## src/rtl/cpu_pkg.sv

```systemverilog
// Shared definitions for the fetch stage: PC source encodings, opcode classes,
// IR field positions and the illegal-opcode rule.
package cpu_pkg;

  typedef enum logic [1:0] {
    PCSRC_ALU    = 2'b00,
    PCSRC_ALUOUT = 2'b01,
    PCSRC_JUMP   = 2'b10,
    PCSRC_RESET  = 2'b11
  } pcsrc_e;

  typedef enum logic [1:0] {
    OPC_J  = 2'b00,
    OPC_R  = 2'b01,
    OPC_BR = 2'b10,
    OPC_I  = 2'b11
  } opc_class_e;

  // Reserved low nibbles within the I and R opcode classes
  localparam logic [3:0] I_NIB_RSV0 = 4'h0;
  localparam logic [3:0] I_NIB_RSV1 = 4'h1;
  localparam logic [3:0] I_NIB_RSV8 = 4'h8;
  localparam logic [3:0] I_NIB_RSVD = 4'hD;
  localparam logic [3:0] I_NIB_RSVE = 4'hE;
  localparam logic [3:0] I_NIB_RSVF = 4'hF;
  localparam logic [3:0] R_NIB_RSVF = 4'hF;

  localparam int OPC_HI  = 31;
  localparam int OPC_LO  = 26;
  localparam int RD_HI   = 25;
  localparam int RD_LO   = 21;
  localparam int RS_HI   = 20;
  localparam int RS_LO   = 16;
  localparam int RT_HI   = 15;
  localparam int RT_LO   = 11;
  localparam int IMM_HI  = 15;
  localparam int IMM_LO  = 0;
  localparam int BNE_BIT = 26;
  localparam int JUMP_W  = 26;

  function automatic logic is_illegal_opcode(input logic [5:0] opc);
    logic       bad;
    logic [3:0] nib;
    bad = 1'b0;
    nib = opc[3:0];
    unique case (opc_class_e'(opc[5:4]))
      OPC_I:   bad = nib inside {I_NIB_RSV0, I_NIB_RSV1, I_NIB_RSV8,
                                 I_NIB_RSVD, I_NIB_RSVE, I_NIB_RSVF};
      OPC_R:   bad = (nib == R_NIB_RSVF);
      default: bad = 1'b0;
    endcase
    return bad;
  endfunction

endpackage

```

## src/rtl/fetch_decode.sv

```systemverilog
// Combinational IR field slicer plus the illegal-opcode detector for the word
// about to be loaded into IR.
module fetch_decode
  import cpu_pkg::*;
#(
  parameter int IW = 32
) (
  input  logic [IW-1:0] ir,
  input  logic [5:0]    load_opcode,
  output logic [5:0]    opcode,
  output logic [4:0]    rd,
  output logic [4:0]    rs,
  output logic [4:0]    rt,
  output logic [15:0]   imm,
  output logic          is_bne,
  output logic          load_illegal
);

  assign opcode = ir[OPC_HI:OPC_LO];
  assign rd     = ir[RD_HI:RD_LO];
  assign rs     = ir[RS_HI:RS_LO];
  assign rt     = ir[RT_HI:RT_LO];
  assign imm    = ir[IMM_HI:IMM_LO];

  // The opcode LSB distinguishes BNE from BEQ for conditional PC loads
  assign is_bne = ir[BNE_BIT];

  assign load_illegal = is_illegal_opcode(load_opcode);

endmodule

```

## src/rtl/fetch_unit.sv

```systemverilog
// PC/IR stage ahead of the multicycle controller: selects the next PC, drives the
// synchronous instruction memory, and tracks retired-instruction and illegal-op debug state.
module fetch_unit
  import cpu_pkg::*;
#(
  parameter int              PC_W      = 16,
  parameter int              IW        = 32,
  parameter logic [PC_W-1:0] RESET_VEC = '0,
  parameter int              CNT_W     = 32
) (
  input  logic             clk,
  input  logic             reset,
  input  logic             PCWrite,
  input  logic             PCWriteCond,
  input  logic             IRWrite,
  input  logic [1:0]       PCSource,
  input  logic [PC_W-1:0]  alu_result,
  input  logic [PC_W-1:0]  alu_out,
  input  logic             zero,
  output logic [PC_W-1:0]  imem_addr,
  input  logic [IW-1:0]    imem_rdata,
  output logic [PC_W-1:0]  pc,
  output logic [IW-1:0]    ir,
  output logic [5:0]       opcode,
  output logic [4:0]       rd,
  output logic [4:0]       rs,
  output logic [4:0]       rt,
  output logic [15:0]      imm,
  output logic [CNT_W-1:0] ir_count,
  output logic             illegal_op
);

  logic [PC_W-1:0] pc_next;
  logic [PC_W-1:0] jump_target;
  logic            is_bne;
  logic            load_illegal;
  logic            taken;
  logic            pc_en;

  fetch_decode #(.IW(IW)) u_decode (
    .ir           (ir),
    .load_opcode  (imem_rdata[OPC_HI:OPC_LO]),
    .opcode       (opcode),
    .rd           (rd),
    .rs           (rs),
    .rt           (rt),
    .imm          (imm),
    .is_bne       (is_bne),
    .load_illegal (load_illegal)
  );

  // Wide PCs keep their upper bits across a jump; narrow PCs take only IR bits
  if (PC_W <= JUMP_W) begin : g_jump_narrow
    assign jump_target = ir[PC_W-1:0];
  end else begin : g_jump_wide
    assign jump_target = {pc[PC_W-1:JUMP_W], ir[JUMP_W-1:0]};
  end

  always_comb begin
    pc_next = alu_result;
    unique case (pcsrc_e'(PCSource))
      PCSRC_ALU:    pc_next = alu_result;
      PCSRC_ALUOUT: pc_next = alu_out;
      PCSRC_JUMP:   pc_next = jump_target;
      PCSRC_RESET:  pc_next = RESET_VEC;
      default:      pc_next = alu_result;
    endcase
    taken = PCWriteCond & (is_bne ? ~zero : zero);
    pc_en = PCWrite | taken;
    // Presenting the next PC early lets the sync memory show mem[pc] one edge later
    if (reset)      imem_addr = RESET_VEC;
    else if (pc_en) imem_addr = pc_next;
    else            imem_addr = pc;
  end

  always_ff @(posedge clk) begin
    if (reset) begin
      pc         <= RESET_VEC;
      ir         <= '0;
      ir_count   <= '0;
      illegal_op <= 1'b0;
    end else begin
      if (pc_en) pc <= pc_next;
      if (IRWrite) begin
        ir       <= imem_rdata;
        ir_count <= ir_count + CNT_W'(1);
        if (load_illegal) illegal_op <= 1'b1;
      end
    end
  end

endmodule

```

## config.mk

```make
export PLATFORM = sky130hd
export DESIGN_NAME = fetch_unit
export DESIGN_NICKNAME = d
export VERILOG_FILES = /design/src/rtl/cpu_pkg.sv /design/src/rtl/fetch_decode.sv /design/src/rtl/fetch_unit.sv
export SDC_FILE = /design/constraint.sdc
export NUM_CORES = 1
export LEC_CHECK = 0
export CORE_MARGIN = 1.5
export CORE_UTILIZATION = 35
export DETAILED_ROUTE_END_ITERATION = 8
export PLACE_DENSITY = 0.86
export SLEW_MARGIN = 25
export SYNTH_ARGS = -nofsm -noshare
export SYNTH_HDL_FRONTEND = slang
export SYNTH_SLANG_ARGS = --single-unit
export TNS_END_PERCENT = 10
```

## constraint.sdc

```tcl
create_clock -name clk -period 2.01 [get_ports clk]
set_clock_uncertainty 0.05 [all_clocks]
set_input_delay 0.201 -clock clk [delete_from_list [all_inputs] [get_ports clk]]
set_output_delay 0.201 -clock clk [all_outputs]
set_load 0.1 [all_outputs]
```

=== After elaboration in Yosys (flattened, before gate mapping) ===
Cells that the tools add are included.

* Equality and inequality tests: 10
* Reductions and logical operators: 4
* Muxes and demuxes: 5
* Add/sub/neg operators: 1
* Bitwise operators: 3

{| class="wikitable"
|+ Operators with widths
! operator !! count
|-
| $pmux 16 s4 || 1
|-
| $add 32x1->32 const B || 1
|-
| $mux 16 || 2
|-
| $eq 4x4->1 const B || 4
|-
| $eq 2x2->1 const B || 3
|-
| $reduce_bool 6->1 || 1
|-
| $eq 2x1->1 const B || 2
|-
| $eq 4x1->1 const B || 1
|-
| $logic_not 4->1 || 1
|-
| $logic_not 2->1 || 1
|-
| $pmux 1 s2 || 1
|-
| $reduce_and 2->1 || 1
|-
| $and 1x1->1 || 1
|-
| $mux 1 || 1
|-
| $not 1->1 || 1
|-
| $or 1x1->1 || 1
|}

* Logic and storage cells: 27
* Flip-flop bits (word level): 81

=== Longest topological paths before layout ===
* Depth in word-level cells: 6
* Depth in mapped cells: 7
* Gate-level depth less buffers: 5

=== By module ===
From an unflattened synthesis, not the netlist that was laid out.

* Cell total of the unflattened synthesis: 437
* Area total of the unflattened synthesis: 3847.4 um2

{| class="wikitable"
|+ Modules (own cells, without submodules)
! module !! cells an instance !! area each (um2) !! instances !! sequential area each (um2)
|-
| fetch_unit || 393 || 3527.1 || 1 || 1621.6
|-
| fetch_decode || 44 || 320.3 || 1 || 0.0
|}

=== Worst setup path before layout ===
No wires, ideal clock.

* Path kind: flip-flop to flip-flop
* From: register ir[15]
* To: register pc[15]
* Setup slack: -1.777 ns
* Cell stages (with the launch flop): 5
* Path buffers: 0
* Setup time: 0.346 ns
* Arrival: 3.391 ns
* Cell sequence: dfxtp_1 mux2i_1 nor2_1 a211oi_1 nor3_1

* Word-level cells in the longest chain between the ends: 3

{| class="wikitable"
|+ Ends and longest elaborated chain
! item !! line !! RTL
|-
| from (decl) || fetch_unit.sv:23 || <nowiki>output logic [IW-1:0] ir,</nowiki>
|-
| from (signal assigned) || fetch_unit.sv:85 || <nowiki>ir <= imem_rdata;</nowiki>
|-
| $pmux 16 s4 || fetch_unit.sv:61 || <nowiki>unique case (pcsrc_e'(PCSource))</nowiki>
|-
| $mux 16 (2 in series) || - ||
|-
| net imem_addr[15] || fetch_unit.sv:20 || <nowiki>output logic [PC_W-1:0] imem_addr,</nowiki>
|-
| to (signal assigned) || fetch_unit.sv:83 || <nowiki>if (pc_en) pc <= pc_next;</nowiki>
|-
| to (decl) || fetch_unit.sv:22 || <nowiki>output logic [PC_W-1:0] pc,</nowiki>
|}

The timed path passes the listed nets, and every way through them passes these cells.
A chain may end at the register's enable or synchronous reset.

=== Worst setup path in the final report ===
* From: input zero
* To: output imem_addr[11]

* Word-level cells in the longest chain between the ends: 6

{| class="wikitable"
|+ Ends and longest elaborated chain
! item !! line !! RTL
|-
| from (decl) || fetch_unit.sv:19 || <nowiki>input logic zero,</nowiki>
|-
| $not 1->1 || fetch_unit.sv:68 || <nowiki>taken = PCWriteCond & (is_bne ? ~zero : zero);</nowiki>
|-
| $mux 1 * || fetch_unit.sv:68 ||
|-
| $and 1x1->1 * || fetch_unit.sv:68 ||
|-
| $or 1x1->1 * || fetch_unit.sv:69 || <nowiki>pc_en = PCWrite | taken;</nowiki>
|-
| $mux 16 * || fetch_unit.sv:72 || <nowiki>else if (pc_en) imem_addr = pc_next;</nowiki>
|-
| $mux 16 * || fetch_unit.sv:71 || <nowiki>if (reset) imem_addr = RESET_VEC;</nowiki>
|-
| to (decl) || fetch_unit.sv:20 ||
|}

Every way passes the cells marked *; elsewhere a longest branch is shown, timed or not.

==> results.py <==
metrics = {
    "grt": {
        "grt_pass1_vias": 3698,
        "grt_pass1_wl_mm": 19.2,
        "grt_use_total_pct": 21.2,
        "grt.overflow.total": 0,
        "grt_max_degree": 52,
        "antenna_found_initial": 0,
    },
    "synthesis": {
        "yosys.area.top_type_share_pct": 42.5,
        "synthMuxAreaShare_pct": 12.9,
        "ys_seq_elements": 81,
        "synth-compound-area-share_pct": 10.3,
        "synth_area_leader_cell": "dfxtp_1",
        "yosysWarnings": 0,
        "synth_area_um2": 3810,
        "yosysSeqAreaShare_pct": 42.5,
        "synthCells": 433,
        "syn_avg_cell_area_um2": 8.80,
        "synthAdderAreaFrac_pct": 0.591,
        "async_flop_share_pct": 0,
        "synth_nets": 506,
        "synth_xor_area_share_pct": 2.76,
        "ys.flop_type": "dfxtp_1",
        "synth_area_leaders": "dfxtp_1 43%, mux2i_1 13%, nor2_1 7.6%",
        "yosys.area_share.simple_pct": 20.4,
        "synth-edff-count": 0,
        "ys_types": 29,
        "synth_top_family_by_area": "simple AND/OR/NAND/NOR gates",
    },
    "cells_and_area": {
        "syn2layout_area_growth_pct": 67.9,
        "drive_gt1_share_pct": 44.5,
        "final_common_cell": "buf_4",
        "num_antenna_cells": 0,
        "final_cell_mix": "135 x buf_4, 77 x nor2_1, 68 x clkdlybuf4s50_1, 49 x mux2i_1, 40 x dfxtp_2",
        "fin_nets": 681,
        "design_area_um2": 6400,
        "nFillCells": 860,
    },
    "drt": {
        "post_drt_via_cell_ratio": 5.20,
        "drc": 0,
        "dr.first_iter.drc_count": 139,
        "drt_pass1_iterations": 4,
        "antenna_left": 0,
        "drt-total-wl_mm": 12.5,
        "vias": 3898,
        "wire_per_inst_um": 16.7,
    },
    "critical_path": {
        "critPathSlowestCell": "clkdlybuf4s50_1",
        "end_kind": "output pin",
        "path_class": "primary input to output pin",
        "critPathArrivalTime_ns": 1.84,
        "critPathMaxFanout": 8,
        "critPathLaunchType": "primary input",
        "cp_num_buf_inv": 5,
        "cp.required_ns": 1.76,
        "max_stage_delay_ns": 0.51,
        "path_common_cell": "buf_12",
        "worstPathCellList": "clkdlybuf4s50_1 -> xor2_2 -> a21oi_2 -> buf_12 -> buf_12 -> buf_6 -> a211oi_4 -> nor3_4 -> buf_12",
        "critical_path.top_delay_family": "buffers and inverters",
    },
    "floorplanning": {
        "fp.dieArea_um2": 11500,
        "core_area_um2": 10500,
        "num_io_pins": 206,
        "die_h_um": 107,
        "chipWidth_um": 107,
        "num_rows": 37,
        "initial_utilization_pct": 36.4,
    },
    "run_status": {
        "violations": "negative setup slack",
        "status": "finished with violations",
    },
    "clock_tree": {
        "clock-sinks": 81,
        "cts_buffer_depth": 2,
        "cts.htree.levels": 3,
        "cts_hold_buf": 0,
        "cts_tree": "done",
        "cts-root-buf": "clkbuf_8",
        "path_clk_slew_ns": 0.08,
        "clk_latency_ns": 0.34,
        "cts_made_buffers": 9,
    },
    "sta": {
        "tightestPinTransition_ns": 0.636,
        "setup-violations-final": 14,
        "timing.fmax_ghz": 0.478,
        "period_share_pct": 104,
        "setup_ws_ns": -0.0815,
        "max_slew_margin_pct": 57.6,
        "hold_viol": 0,
        "period_needed_ns": 2.09,
        "rsz0062_at_grt": "true",
        "slew_viol_final": 0,
    },
    "placed_design": {
        "buffer_ports.inserted": 205,
        "place_area_um2": 6120,
        "dp_hpwl_mm": 9.28,
        "gp_congestion": 0.826,
    },
    "power_and_ir_drop": {
        "p_int_mw": 2.85,
        "comb_power_share_pct": 38.8,
        "power.density_nw_per_um2": 762,
        "p_leak_nw": 2.68,
        "p_sw_share_pct": 41.6,
        "switchingPower_mw": 2.03,
        "p_clk_share_pct": 25.7,
        "peakVddDrop_uv": 418,
        "finalPower_mw": 4.88,
        "pwr-share-seq_pct": 35.4,
    },
    "job": {
        "maxCapViolCount": 0,
    },
    "worst_hold_path": {
        "hold_path.class": "primary input to flip-flop",
    },
}
## tightest hold or removal path: stages
cell	delay, ns
buf_2	0.13
nand4_1	0.09
xor2_1	0.06
nor2_1	0.07
## routing by layer
metal	track usage, %	vias up	share of wire (%)
met1	24.3	1847	40
met2	37.3	179	51
li1	-	1849	-
met4	8.46	0	2.2
met3	5.51	23	7.4
met5	0	-	0
## sequential cells by signal, summed over array words and instances (netlist names)
name        count
ir_count       32
ir             32
illegal_op      1
pc             16
## power groups by stage
stage	logic (mW)	registers, mW	clock network (mW)
4_1_cts	1.89	1.73	1.29
3_5_place_dp	1.88	1.77	0
5_1_grt	1.95	1.74	1.37
3_3_place_gp	1.86	1.76	0
2_1_floorplan	0.879	2.25	0
6_report	1.89	1.73	1.26
## cells in the mapped netlist (12+ instances only)
cell	instances
buf_4	38
dfxtp_1	81
clkbuf_1	21
a211oi_1	17
o31ai_1	14
nand2_1	12
nor2_1	77
a21oi_1	21
mux2i_1	49
or4_1	17
nor3_1	19
## area by class of cell
type | instances | area, µm² | area share, %
clock inverters | 5 | 53.8 | 0.841
clock buffers | 11 | 153 | 2.39
flip-flops and latches | 81 | 1750 | 27.3
multi-input cells | 284 | 2090 | 32.6
repair buffers | 230 | 2180 | 34.1
inverters | 2 | 7.51 | 0.117
well taps | 136 | 170 | 2.66
## kinds of logic (layout without fill, tap and decap cells)
logic type	Yosys count	in the layout
and+or+nand+nor	160	160
AOI/OAI and AO/OA	61	61
buffers and inverters	68	248
xor gates and xnor gates	12	12
adders and majority gates	2	2
muxes	49	49
DFF	81	81
## timing repair
action,in CTS,in global routing
endpoints found under the hold margin,0,0
pin swaps,17,1
buffers inserted,5,0
gates resized for setup,23,7
cloned,0,0
setup endpoints to repair,16,23
## per-stage QoR
stage                     util [%]  std cells  setup slack [ns]  hold slack [ns]  setup TNS [ns]
after floorplan                  -        433           -0.0719            0.297           -2.21
after global placement        58.5        739           -0.0711            0.402          -0.453
after detailed placement      58.5        739            -0.117            0.426           -1.29
after CTS                     60.9        749            -0.117            0.180          -0.624
after global routing          61.2        749            -0.179            0.191           -1.56
final                         61.2        749           -0.0815            0.198          -0.266
## worst paths after layout
check                                 start             to  slack, ns  cells past startpoint
worst max-delay path                   zero  imem_addr[11]      -0.08                      9
worst min-delay path                IRWrite    ir_count[4]       0.20                      4
worst max register to register  ir_count[3]   ir_count[24]       0.06                      5
worst min register to register   illegal_op     illegal_op       0.44                      2
Power figures use the tool's default switching activity.
